## src/rtl/mem_access_unit_if.sv

```systemverilog
// Shared uop type and the data-memory request/response bundle of the memory unit.
package mem_access_unit_pkg;

    typedef enum logic {
        MEM_LD = 1'b0,
        MEM_ST = 1'b1
    } mem_type_e;

    typedef enum logic [1:0] {
        MEM_B = 2'd0,
        MEM_H = 2'd1,
        MEM_W = 2'd2
    } mem_size_e;

    typedef struct packed {
        logic       valid;
        mem_type_e  mem_type;
        mem_size_e  mem_size;
        logic       mem_unsigned;
        logic [11:0] imm;
        logic [4:0]  rd;
    } micro_op_t;

endpackage

interface mem_access_unit_if #(
    parameter int XLEN = 32
);
    logic            dmem_req_valid;
    logic            dmem_req_ready;
    logic [XLEN-1:0] dmem_addr;
    logic            dmem_we;
    logic [3:0]      dmem_wstrb;
    logic [XLEN-1:0] dmem_wdata;
    logic            dmem_resp_valid;
    logic [XLEN-1:0] dmem_resp_data;

    modport master (
        output dmem_req_valid, dmem_addr, dmem_we, dmem_wstrb, dmem_wdata,
        input  dmem_req_ready, dmem_resp_valid, dmem_resp_data
    );

    modport slave (
        input  dmem_req_valid, dmem_addr, dmem_we, dmem_wstrb, dmem_wdata,
        output dmem_req_ready, dmem_resp_valid, dmem_resp_data
    );
endinterface

```

## src/rtl/mem_access_unit.sv

```systemverilog
// Memory execution unit: one load/store at a time, address generation,
// lane alignment of store data, load extraction/extension and writeback.
module mem_access_unit
    import mem_access_unit_pkg::*;
#(
    parameter int XLEN = 32
) (
    input  logic             clock,
    input  logic             reset,
    input  logic             clear_en,
    input  micro_op_t        uop_in,
    input  logic [XLEN-1:0]  rs1_data,
    input  logic [XLEN-1:0]  rs2_data,
    output logic             ex_busy,
    mem_access_unit_if.master dmem,
    output logic             wb_valid,
    output micro_op_t        wb_uop,
    output logic [XLEN-1:0]  wb_data,
    output logic             wb_misaligned
);

    typedef enum logic [2:0] {
        S_IDLE,
        S_REQ,
        S_WAIT,
        S_DRAIN,
        S_DONE
    } state_e;

    state_e          state_q, state_d;
    micro_op_t       uop_q;
    logic [XLEN-1:0] addr_q;
    logic [XLEN-1:0] sdata_q;
    logic [XLEN-1:0] rdata_q;
    logic            misal_q;

    logic [XLEN-1:0] eff_addr;
    logic            misal_acc;
    logic            accept;
    logic            is_st;

    // Byte enables for the access size, moved up to the addressed lane.
    function automatic logic [3:0] lane_strb(mem_size_e sz, logic [1:0] ofs);
        logic [3:0] base;
        case (sz)
            MEM_B:   base = 4'b0001;
            MEM_H:   base = 4'b0011;
            default: base = 4'b1111;
        endcase
        return base << ofs;
    endfunction

    // Bring the addressed bytes down to bit 0 and extend them to XLEN.
    function automatic logic [XLEN-1:0] load_ext(logic [XLEN-1:0] word, mem_size_e sz,
                                                 logic uns, logic [1:0] ofs);
        logic [XLEN-1:0] sh;
        logic [XLEN-1:0] res;
        sh = word >> {ofs, 3'b000};
        case (sz)
            MEM_B:   res = uns ? {{(XLEN-8){1'b0}}, sh[7:0]}
                           : {{(XLEN-8){sh[7]}}, sh[7:0]};
            MEM_H:   res = uns ? {{(XLEN-16){1'b0}}, sh[15:0]}
                           : {{(XLEN-16){sh[15]}}, sh[15:0]};
            default: res = sh;
        endcase
        return res;
    endfunction

    assign eff_addr = rs1_data + {{(XLEN-12){uop_in.imm[11]}}, uop_in.imm};
    assign accept   = (state_q == S_IDLE) && uop_in.valid && !clear_en;
    assign is_st    = (uop_q.mem_type == MEM_ST);

    // Alignment of the incoming access; byte accesses are never misaligned.
    always_comb begin
        misal_acc = 1'b0;
        case (uop_in.mem_size)
            MEM_H:   misal_acc = eff_addr[0];
            MEM_W:   misal_acc = (eff_addr[1:0] != 2'b00);
            default: misal_acc = 1'b0;
        endcase
    end

    // Next state; flush wins over every other transition.
    always_comb begin
        state_d = state_q;
        case (state_q)
            S_IDLE: begin
                if (accept) state_d = misal_acc ? S_DONE : S_REQ;
            end
            S_REQ: begin
                if (clear_en)                   state_d = S_IDLE;
                else if (dmem.dmem_req_ready)   state_d = is_st ? S_DONE : S_WAIT;
            end
            S_WAIT: begin
                // A response arriving with the flush is the one being discarded.
                if (clear_en)                   state_d = dmem.dmem_resp_valid ? S_IDLE : S_DRAIN;
                else if (dmem.dmem_resp_valid)  state_d = S_DONE;
            end
            S_DRAIN: begin
                if (dmem.dmem_resp_valid)       state_d = S_IDLE;
            end
            S_DONE:  state_d = S_IDLE;
            default: state_d = S_IDLE;
        endcase
    end

    // State register.
    always_ff @(posedge clock or negedge reset) begin
        if (!reset) state_q <= S_IDLE;
        else        state_q <= state_d;
    end

    // Held uop, address, store data and read data; cleared so outputs reset to 0.
    always_ff @(posedge clock or negedge reset) begin
        if (!reset) begin
            uop_q   <= '0;
            addr_q  <= '0;
            sdata_q <= '0;
            rdata_q <= '0;
            misal_q <= 1'b0;
        end else begin
            if (accept) begin
                uop_q   <= uop_in;
                addr_q  <= eff_addr;
                sdata_q <= rs2_data;
                rdata_q <= '0;
                misal_q <= misal_acc;
            end else if (state_q == S_WAIT && dmem.dmem_resp_valid && !clear_en) begin
                rdata_q <= dmem.dmem_resp_data;
            end
        end
    end

    assign ex_busy             = (state_q != S_IDLE);
    assign dmem.dmem_req_valid = (state_q == S_REQ);
    assign dmem.dmem_addr      = {addr_q[XLEN-1:2], 2'b00};
    assign dmem.dmem_we        = is_st;
    assign dmem.dmem_wstrb     = is_st ? lane_strb(uop_q.mem_size, addr_q[1:0]) : 4'b0000;
    assign dmem.dmem_wdata     = is_st ? (sdata_q << {addr_q[1:0], 3'b000}) : '0;

    assign wb_valid      = (state_q == S_DONE);
    assign wb_uop        = uop_q;
    assign wb_misaligned = misal_q && (state_q == S_DONE);
    assign wb_data       = is_st ? '0
                         : load_ext(rdata_q, uop_q.mem_size, uop_q.mem_unsigned, addr_q[1:0]);

endmodule

```

## src/flat_wrapper.sv

```systemverilog
// flat-port wrapper written by rule: the top's interface ports become plain ports
module mem_access_unit_flat import mem_access_unit_pkg::*;
#(
    parameter int XLEN = 32
)
  (clock, reset, clear_en, uop_in, rs1_data, rs2_data, ex_busy, wb_valid, wb_uop, wb_data, wb_misaligned, dmem_dmem_req_valid, dmem_dmem_addr, dmem_dmem_we, dmem_dmem_wstrb, dmem_dmem_wdata, dmem_dmem_req_ready, dmem_dmem_resp_valid, dmem_dmem_resp_data);
  mem_access_unit_if #(.XLEN(XLEN)) dmem_i ();
  input  logic clock;
  input  logic reset;
  input  logic clear_en;
  input  micro_op_t uop_in;
  input  logic [XLEN-1:0] rs1_data;
  input  logic [XLEN-1:0] rs2_data;
  output logic ex_busy;
  output logic wb_valid;
  output micro_op_t wb_uop;
  output logic [XLEN-1:0] wb_data;
  output logic wb_misaligned;
  output wire logic [$bits(dmem_i.dmem_req_valid)-1:0] dmem_dmem_req_valid;
  output wire logic [$bits(dmem_i.dmem_addr)-1:0] dmem_dmem_addr;
  output wire logic [$bits(dmem_i.dmem_we)-1:0] dmem_dmem_we;
  output wire logic [$bits(dmem_i.dmem_wstrb)-1:0] dmem_dmem_wstrb;
  output wire logic [$bits(dmem_i.dmem_wdata)-1:0] dmem_dmem_wdata;
  input wire logic [$bits(dmem_i.dmem_req_ready)-1:0] dmem_dmem_req_ready;
  input wire logic [$bits(dmem_i.dmem_resp_valid)-1:0] dmem_dmem_resp_valid;
  input wire logic [$bits(dmem_i.dmem_resp_data)-1:0] dmem_dmem_resp_data;
  assign dmem_dmem_req_valid = dmem_i.dmem_req_valid;
  assign dmem_dmem_addr = dmem_i.dmem_addr;
  assign dmem_dmem_we = dmem_i.dmem_we;
  assign dmem_dmem_wstrb = dmem_i.dmem_wstrb;
  assign dmem_dmem_wdata = dmem_i.dmem_wdata;
  assign dmem_i.dmem_req_ready = dmem_dmem_req_ready;
  assign dmem_i.dmem_resp_valid = dmem_dmem_resp_valid;
  assign dmem_i.dmem_resp_data = dmem_dmem_resp_data;
  mem_access_unit #(.XLEN(XLEN)) u_core (.clock(clock), .reset(reset), .clear_en(clear_en), .uop_in(uop_in), .rs1_data(rs1_data), .rs2_data(rs2_data), .ex_busy(ex_busy), .dmem(dmem_i), .wb_valid(wb_valid), .wb_uop(wb_uop), .wb_data(wb_data), .wb_misaligned(wb_misaligned));
endmodule
```

## config.mk

```make
export PLATFORM = sky130hd
export DESIGN_NAME = mem_access_unit_flat
export DESIGN_NICKNAME = d
export VERILOG_FILES = /design/src/rtl/mem_access_unit_if.sv /design/src/rtl/mem_access_unit.sv /design/src/flat_wrapper.sv
export SDC_FILE = /design/constraint.sdc
export NUM_CORES = 1
export LEC_CHECK = 0
export ABC_AREA = 1
export CORE_ASPECT_RATIO = 0.5
export CORE_MARGIN = 10
export CORE_UTILIZATION = 35
export CTS_CLUSTER_DIAMETER = 50
export DETAILED_ROUTE_END_ITERATION = 10
export DONT_BUFFER_PORTS = 1
export GPL_ROUTABILITY_DRIVEN = 1
export PLACE_DENSITY = 0.51
export SYNTH_ARGS = -nofsm -noshare
export SYNTH_HDL_FRONTEND = slang
export SYNTH_SLANG_ARGS = --single-unit
```

## constraint.sdc

```tcl
create_clock -name clock -period 3.2 [get_ports clock]
set_input_delay 0.32 -clock clock [delete_from_list [all_inputs] [get_ports clock]]
set_output_delay 0.32 -clock clock [all_outputs]
set_load 0.005 [all_outputs]
```

# Word-level counts from Yosys, hierarchy flattened
# Index checks and enable logic that the tools add are counted.
[word_totals]
wordCells = 58
reg_bits = 122
out_inout_bits = 127
[op_classes]
add_sub_neg = 1
n_reduce_logical = 12
n_mux = 20
eq_ne = 11
shift = 3
[ops]
columns = ["operator", "n"]
rows = [
  ["$mux W32", 6],
  ["$pmux W32 S2", 1],
  ["$add A32 B32 Y32", 1],
  ["$shl A32 B5 Y32", 1],
  ["$shr A32 B5 Y32", 1],
  ["$mux W3", 8],
  ["$pmux W3 S4", 1],
  ["$pmux W4 S2", 1],
  ["$eq A3 B2 Y1 const B", 2],
  ["$logic_and A1 B1 Y1", 5],
  ["$eq A2 B1 Y1 const B", 2],
  ["$mux W4", 1],
  ["$reduce_and A4 Y1", 1],
  ["$reduce_bool A2 Y1", 2],
  ["$shl A4 B2 Y4", 1],
  ["$eq A3 B1 Y1 const B", 1],
  ["$eq A3 B3 Y1 const B", 1],
  ["$logic_not A3 Y1", 1],
  ["$ne A3 B2 Y1 const B", 1],
  ["$ne A3 B3 Y1 const B", 1],
  ["$reduce_bool A3 Y1", 1],
  ["$eq A2 B2 Y1 const B", 1],
  ["$logic_not A2 Y1", 1],
  ["$mux W2", 1],
  ["4 further kinds", 4],
]

# Depth between registers and ports, before layout
# Gate-level depths: netlist of the first run.
[depth]
word_depth = 6
depth_mapped = 12
depth_no_buf = 12

# Worst setup path before layout of the first run
# Ideal clock, no wire load.
[synth_timing]
path_kind = "input to register"
start = "input uop_in[5] in the netlist's numbering"
end = "register u_core.addr_q[16]"
setup_slack_ps = 1427
setup_time_ps = 116
arrival_time_ps = 1657
path_stages = 11
cell_sequence = "ha_1 -> fa_1 -> nand3_1 -> nand3_1 -> nand2_1 -> nand2_1 -> nand2_1 -> nand2_1 -> xor2_1 -> nand2_1 -> nand2_1"
[synth_via]
elab_chain_cells = 1
[synth_lines]
columns = ["element", "line", "rtl"]
rows = [
  ["from (decl)", "flat_wrapper.sv:11", "input micro_op_t uop_in;"],
  ["$add A32 B32 Y32", "mem_access_unit.sv:69", "assign eff_addr = rs1_data + {{(XLEN-12){uop_in.imm[11]}}, uop_in.imm};"],
  ["to (signal assigned)", "mem_access_unit.sv:124", "addr_q <= eff_addr;"],
  ["to (decl)", "mem_access_unit.sv:32", "logic [XLEN-1:0] addr_q;"],
]
# No other way between the ends.
# A chain may end at the register's enable or synchronous reset.

# Worst setup path in the final report of the first run
[layout_timing]
start = "register u_core.addr_q[1]"
end = "output wb_data[31]"
[layout_via]
elab_chain_cells = 4
[layout_lines]
columns = ["element", "line", "rtl"]
rows = [
  ["$shr A32 B5 Y32 *", "mem_access_unit.sv:58", "sh = word >> {ofs, 3'b000};"],
  ["$mux W32, on equally long branches", "mem_access_unit.sv:62, mem_access_unit.sv:60", ""],
  ["$pmux W32 S2 *", "mem_access_unit.sv:59", "case (sz)"],
  ["$mux W32 *", "mem_access_unit.sv:144", "assign wb_data = is_st ? '0"],
  ["to (decl)", "flat_wrapper.sv:17", "output logic [XLEN-1:0] wb_data;"],
]
# Mark *: on every way between the ends. The rest lies on a longest branch, timed or not.

==> results of run 1 <==
## cell usage in the layout (no fill, tap or decap), types with 2 or more instances in the layout
| master | n |
|---|---|
| nand3_4 | 2 |
| mux2i_1 | 6 |
| nand2_1 | 472 |
| nor3_1 | 7 |
| nor2_2 | 3 |
| o21ai_0 | 95 |
| and2_1 | 2 |
| ha_1 | 33 |
| xnor2_1 | 15 |
| conb_1 | 2 |
| clkinv_2 | 4 |
| clkbuf_8 | 3 |
| buf_4 | 8 |
| a31oi_1 | 8 |
| a21oi_2 | 2 |
| nand2_2 | 2 |
| inv_2 | 3 |
| dlygate4sd3_1 | 44 |
| nand3b_1 | 4 |
| o21bai_1 | 3 |
| clkbuf_16 | 17 |
| a21oi_1 | 56 |
| clkinvlp_4 | 2 |
| nand4_1 | 3 |
| nor2_1 | 85 |
| nand3_1 | 105 |
| bufinv_16 | 2 |
| o32ai_1 | 11 |
| dfrtp_1 | 121 |
| clkbuf_1 | 2 |
| o22ai_1 | 4 |
| inv_1 | 146 |
## worst max-delay path, stage by stage, from the launching register on
cell	delay [ns]
dfrtp_1	0.59
inv_2	0.49
a21oi_1	0.08
a21oi_1	0.20
nand3_1	0.14
nand3_2	0.12
nand2_4	0.14
a21oi_1	0.24
## sequential cells by signal, summed over array words and instances, names as in the netlist
name / cells
u_core.addr_q: 32
u_core.rdata_q: 32
u_core.sdata_q: 32
u_core.wb_uop: 21
u_core.state_q: 3
u_core.dmem.dmem_we: 1
u_core.misal_q: 1
## layer usage
metal / vias to the layer above / GRT usage
met2: 258 / 0.317
met4: 0 / 0.0599
li1: 4036 / -
met3: 40 / 0.0454
met5: - / 0
met1: 3794 / 0.220
## worst min path at each step
| stage | from | end | slack [ns] | depth (start not counted) |
|---|---|---|---|---|
| 3_5_place_dp | reset | u_core.rdata_q[2] | 0.03 | 0 |
| 3_3_place_gp | reset | u_core.rdata_q[1] | 0.03 | 0 |
| 2_1_floorplan | reset | u_core.addr_q[0] | 0.02 | 0 |
| 6_report | rs2_data[26] | u_core.sdata_q[26] | 0.03 | 2 |
| 4_1_cts | rs2_data[26] | u_core.sdata_q[26] | 0.001 | 2 |
| 5_1_grt | rs2_data[0] | u_core.sdata_q[0] | 0.005 | 2 |
## stage by stage
stage | setup slack (ns) | power, mW
after floorplan | 1.43 | 5.25
after global placement | 0.999 | 5.90
after detailed placement | 0.908 | 5.94
after CTS | 0.433 | 7.98
after global routing | 0.226 | 8.55
final | 0.438 | 7.93
## final cells by class
class | count | area, um2
fill | 2584 | 14500
multi-input combinational | 932 | 4470
inverter | 150 | 563
tap | 336 | 420
timing repair buffer | 54 | 548
clock inverter | 8 | 95.1
sequential | 122 | 3050
clock buffer | 22 | 474
## cells by family after synthesis
group,count (synthesis),share of synthesized area
AO/OA/AOI/OAI,184,0.117
XOR/XNOR,16,0.0163
adder cells (fa/ha/maj),34,0.0504
buffers and inverters,236,0.125
flip-flops,122,0.356
multiplexers,6,0.00699
other,1,0.000437
AND/OR/NAND/NOR,690,0.328
## where the power goes
part / leakage, nW / switching, mW / internal (mW) / total [mW]
Sequential: 1.56 / 0.701 / 2.20 / 2.90
Combinational: 3.07 / 2.13 / 0.987 / 3.12
Clock: 0.278 / 0.721 / 1.19 / 1.91
==> flow_metrics.tcl, run 1 <==
set metrics [dict create \
    status "finished, final reports clean" \
    vias 8128 \
    path_class "flop to output port" \
    clk_latency_ns 0.43 \
    gp_congestion 0.915 \
    fin_crit_ns 2.76 \
    cts_hold_buf 45 \
    grt_max_degree 123 \
    netlist_area_um2 8590 \
    cts_buffer_depth 2 \
    design.core.area_um2 24100 \
    cap_violations 0 \
    wl_met2_mm 14.7 \
    post_cts.repair.setup_buffers 0 \
    drcViolationCount 0 \
    hold_path.class "primary input to flop" \
    synth.distinct_cells 43 \
    ys_seq_area_frac 0.356 \
    final_cells 1624 \
    cts_resized 0 \
    dpl.cell_count 1549 \
    max_freq_mhz 362 \
    fin_util 0.400 \
    clockRootBuffer "clkbuf_16" \
    yosysTopAreaCellShare 0.356 \
    cp.required_ns 2.88 \
    drt-initial-drc-count 667 \
    tns_ns 0 \
    path_max_fanout 34 \
    whs_ns 0.0269 \
    wl_per_cell_um 18.1 \
    die_area_um2 31600 \
    reg2reg_slack_ns 1.14 \
    initial_core_util 0.357 \
    io_pins 250 \
    gr-total-overflow 0 \
    power_leakage_nw 4.91 \
    grt_pass1_wl_mm 44.9 \
    die_w_um 242 \
    grt_use_total 0.182 \
    diodes 0 \
    cp.arrival_ns 2.44 \
    met1Wirelength_mm 12.4 \
    cp-start-kind "flop" \
    power.density_nw_per_um2 824 \
    rr_endpoint "u_core.sdata_q[8]" \
    cts_max_level 4 \
    vias_per_cell 5.00 \
    yosysMostFrequentCell "nand2_1" \
    final_area_um2 9620 \
    report.final.slew_viol_count 0 \
    drive_gt1_frac 0.0435 \
    numCtsBuffers 17 \
    die_h_um 131 \
    cts_tree "built" \
    syn_to_final_growth_pct 12.1 \
    antenna_found_initial 0 \
    dp_hpwl_mm 22.2 \
    synth_area_per_cell_um2 6.66 \
    maxUsedRoutingLayer "met4" \
    num_rows 40 \
    synth_top_area_cell "dfrtp_1" \
    clkTransAtPathRegs_ns 0.06 \
    worst-r2r-cell-count 6 \
    post-route-period-util 0.863 \
    tightest_slew_ns 0.802 \
    synth_edf_count 0 \
    rsz0062_at_grt "false" \
    numPortBuffers 0 \
    synth_area_leaders "dfrtp_1 36%, nand2_1 21%, inv_1 6.4%" \
    endpoint "wb_data[31]" \
    grt_pass1_vias 7877 \
    wirelength_mm 29.5 \
    clock_sink_count 122 \
    postSynthCellCount 1289 \
    placed_area_um2 8590 \
    endpoint_kind "output port" \
    ys_seq_elements 122 \
    relSlewSlack 0.465 \
    setup_violations 0 \
    synth_common_cells "472 x nand2_1, 146 x inv_1, 122 x dfrtp_1" \
    hold_viol 0 \
    nets 1434 \
    synthArstFlopShare 1.00 \
    synth_warnings 0 \
    firstDrtPassIters 7 \
    fin_skew_ns 0.00697 \
    synth_ff_type "dfrtp_1" \
    rr_startpoint "u_core.state_q[1]" \
    wl_met3_mm 1.67 \
    postRouteAntennaNets 0 \
    irDropWorstVdd_uv 387 \
    startpoint "u_core.addr_q[1]" \
]
No activity file was read; power rests on OpenSTA's default activity.
==> inputs of run 2 (changes only) <==
--- a/config.mk
+++ b/config.mk
@@ -14,6 +14,7 @@
 export DONT_BUFFER_PORTS = 1
 export GPL_ROUTABILITY_DRIVEN = 1
 export PLACE_DENSITY = 0.51
+export SLEW_MARGIN = 20
 export SYNTH_ARGS = -nofsm -noshare
 export SYNTH_HDL_FRONTEND = slang
 export SYNTH_SLANG_ARGS = --single-unit
==> results of run 2 <==
The final DEF is identical to that of run 1; final timing and power are the same.
==> inputs of run 3 (changes only) <==
--- a/config.mk
+++ b/config.mk
@@ -6,14 +6,13 @@
 export NUM_CORES = 1
 export LEC_CHECK = 0
 export ABC_AREA = 1
-export CORE_ASPECT_RATIO = 0.5
+export CORE_ASPECT_RATIO = 1.5
 export CORE_MARGIN = 10
 export CORE_UTILIZATION = 35
 export CTS_CLUSTER_DIAMETER = 50
 export DETAILED_ROUTE_END_ITERATION = 10
 export DONT_BUFFER_PORTS = 1
 export GPL_ROUTABILITY_DRIVEN = 1
-export PLACE_DENSITY = 0.51
 export SLEW_MARGIN = 20
 export SYNTH_ARGS = -nofsm -noshare
 export SYNTH_HDL_FRONTEND = slang
==> flow_metrics.tcl, run 3 (synthesis results as in run 1) <==
set metrics [dict create \
    status "finished, final reports clean" \
    pwr-share-clk 0.255 \
    drt-initial-drc-count 395 \
    path_max_fanout 35 \
    post-route-period-util 0.856 \
    grt_pass1_wl_mm 45.0 \
    cts_buffer_depth 2 \
    report.final.slew_viol_count 0 \
    cp-start-kind "flop" \
    design.core.area_um2 24300 \
    power.switching_mw 3.47 \
    p_comb_frac 0.387 \
    layout_common_cells "472 x nand2_1, 146 x inv_1, 121 x dfrtp_1" \
    cap_violations 0 \
    nets 1417 \
    gr-total-overflow 0 \
    io_pins 250 \
    endpoint_kind "output port" \
    wl_per_cell_um 18.2 \
    setup_violations 0 \
    grt_use_total 0.183 \
    die_h_um 212 \
    wirelength_mm 29.1 \
    clockRootBuffer "clkbuf_16" \
    drive_gt1_frac 0.0448 \
    fill_cells 2647 \
    cts_max_level 4 \
    num_rows 70 \
    dpl.cell_count 1535 \
    final_common_cell "nand2_1" \
    cp.arrival_ns 2.42 \
    antenna_found_initial 2 \
    fin_crit_ns 2.74 \
    syn_to_final_growth_pct 10.7 \
    cp.required_ns 2.88 \
    grt_pass1_vias 8149 \
    firstDrtPassIters 7 \
    tns_ns 0 \
    rsz0062_at_grt "false" \
    swShare 0.437 \
    final_cells 1599 \
    hold_viol 0 \
    vias 8068 \
    grt_max_degree 123 \
    initial_core_util 0.354 \
    fin_skew_ns 0.00617 \
    irDropWorstVdd_uv 354 \
    power_leakage_nw 4.85 \
    path_class "flop to output port" \
    clkTransAtPathRegs_ns 0.06 \
    die_w_um 148 \
    postRouteAntennaNets 0 \
    hold_path.class "primary input to flop" \
    intPower_mw 4.47 \
    cts_tree "built" \
    clock_sink_count 122 \
    p_seq_frac 0.357 \
    vias_per_cell 5.05 \
    gp_congestion 0.889 \
    die_area_um2 31300 \
    dp_hpwl_mm 22.3 \
    relSlewSlack 0.456 \
    numCtsBuffers 17 \
    clk_latency_ns 0.42 \
    max_freq_mhz 365 \
    drcViolationCount 0 \
    power.density_nw_per_um2 836 \
    numPortBuffers 0 \
    tightest_slew_ns 0.816 \
    reg_top3 "u_core.addr_q: 32 flops, u_core.rdata_q: 32 flops, u_core.sdata_q: 32 flops" \
]
==> run 3: cell types whose count changed in the layout (fill, tap and decap cells not counted), sizes merged <==
cell,before,now
clkinv,5,2
clkinvlp,2,6
diode,0,2
buf,10,8
bufinv,2,3
dlygate4sd3,44,29
==> run 3: worst max-delay path, stage by stage (launching register included) <==
cell and delay (ns):
dfrtp_2 0.55, inv_2 0.49, a21oi_1 0.13, a21oi_1 0.22, nand3_1 0.12, nand3_2 0.11
nand2_4 0.13, a21oi_1 0.25
==> run 3: power groups by stage <==
stage	clock [mW]	sequential [mW]	combinational, mW
after global routing	2.15	2.92	3.52
after floorplan	0	2.54	2.71
final	2.03	2.84	3.08
after detailed placement	0	2.87	3.00
after global placement	0	2.87	2.96
after CTS	2.09	2.85	3.09
==> run 3: area by class of cell <==
type	count	area, um2	share of cell area
multi-input cells	932	4470	0.470
flip-flops and latches	122	3050	0.321
inverters	150	563	0.0592
clock buffers	22	484	0.0509
well taps	324	405	0.0426
repair buffers	37	387	0.0407
clock inverters	10	140	0.0147
diodes	2	5.00	0.000526
==> run 3: routing by layer <==
layer,share of wire,vias up,GRT usage
met4,0.042,0,0.0918
met1,0.36,3733,0.182
met5,0,-,0
li1,-,4013,-
met2,0.53,262,0.340
met3,0.069,60,0.0515
==> run 3: metrics by stage <==
| stage | hold slack, ns | power, mW | area, um2 | setup slack, ns | utilization |
|---|---|---|---|---|---|
| 3_3_place_gp | 0.0286 | 5.83 | 8560 | 0.951 | 0.353 |
| 4_1_cts | 0.00178 | 8.03 | 9500 | 0.451 | 0.391 |
| 2_1_floorplan | 0.0244 | 5.25 | 8590 | 1.43 | - |
| 3_5_place_dp | 0.0293 | 5.87 | 8560 | 0.903 | 0.353 |
| 6_report | 0.0263 | 7.95 | 9510 | 0.461 | 0.392 |
| 5_1_grt | 0.00813 | 8.59 | 9510 | 0.168 | 0.392 |
==> run 3: repair_timing <==
item / in CTS / in global routing
resized for setup: 0 / 0
hold buffers: 30 / 0
setup buffers: 0 / 0
hold endpoints to repair: 150 / 0
==> run 3: worst paths after layout <==
kind	start	to	slack, ns	cells past startpoint
max	u_core.addr_q[0]	wb_data[24]	0.46	7
min in group asynchronous	reset	u_core.rdata_q[23]	0.62	2
min reg2reg	u_core.sdata_q[30]	u_core.sdata_q[30]	0.48	2
min	rs2_data[23]	u_core.sdata_q[23]	0.03	2
max in group asynchronous	reset	u_core.wb_uop[3]	2.12	2
max reg2reg	u_core.state_q[2]	u_core.rdata_q[7]	1.14	7
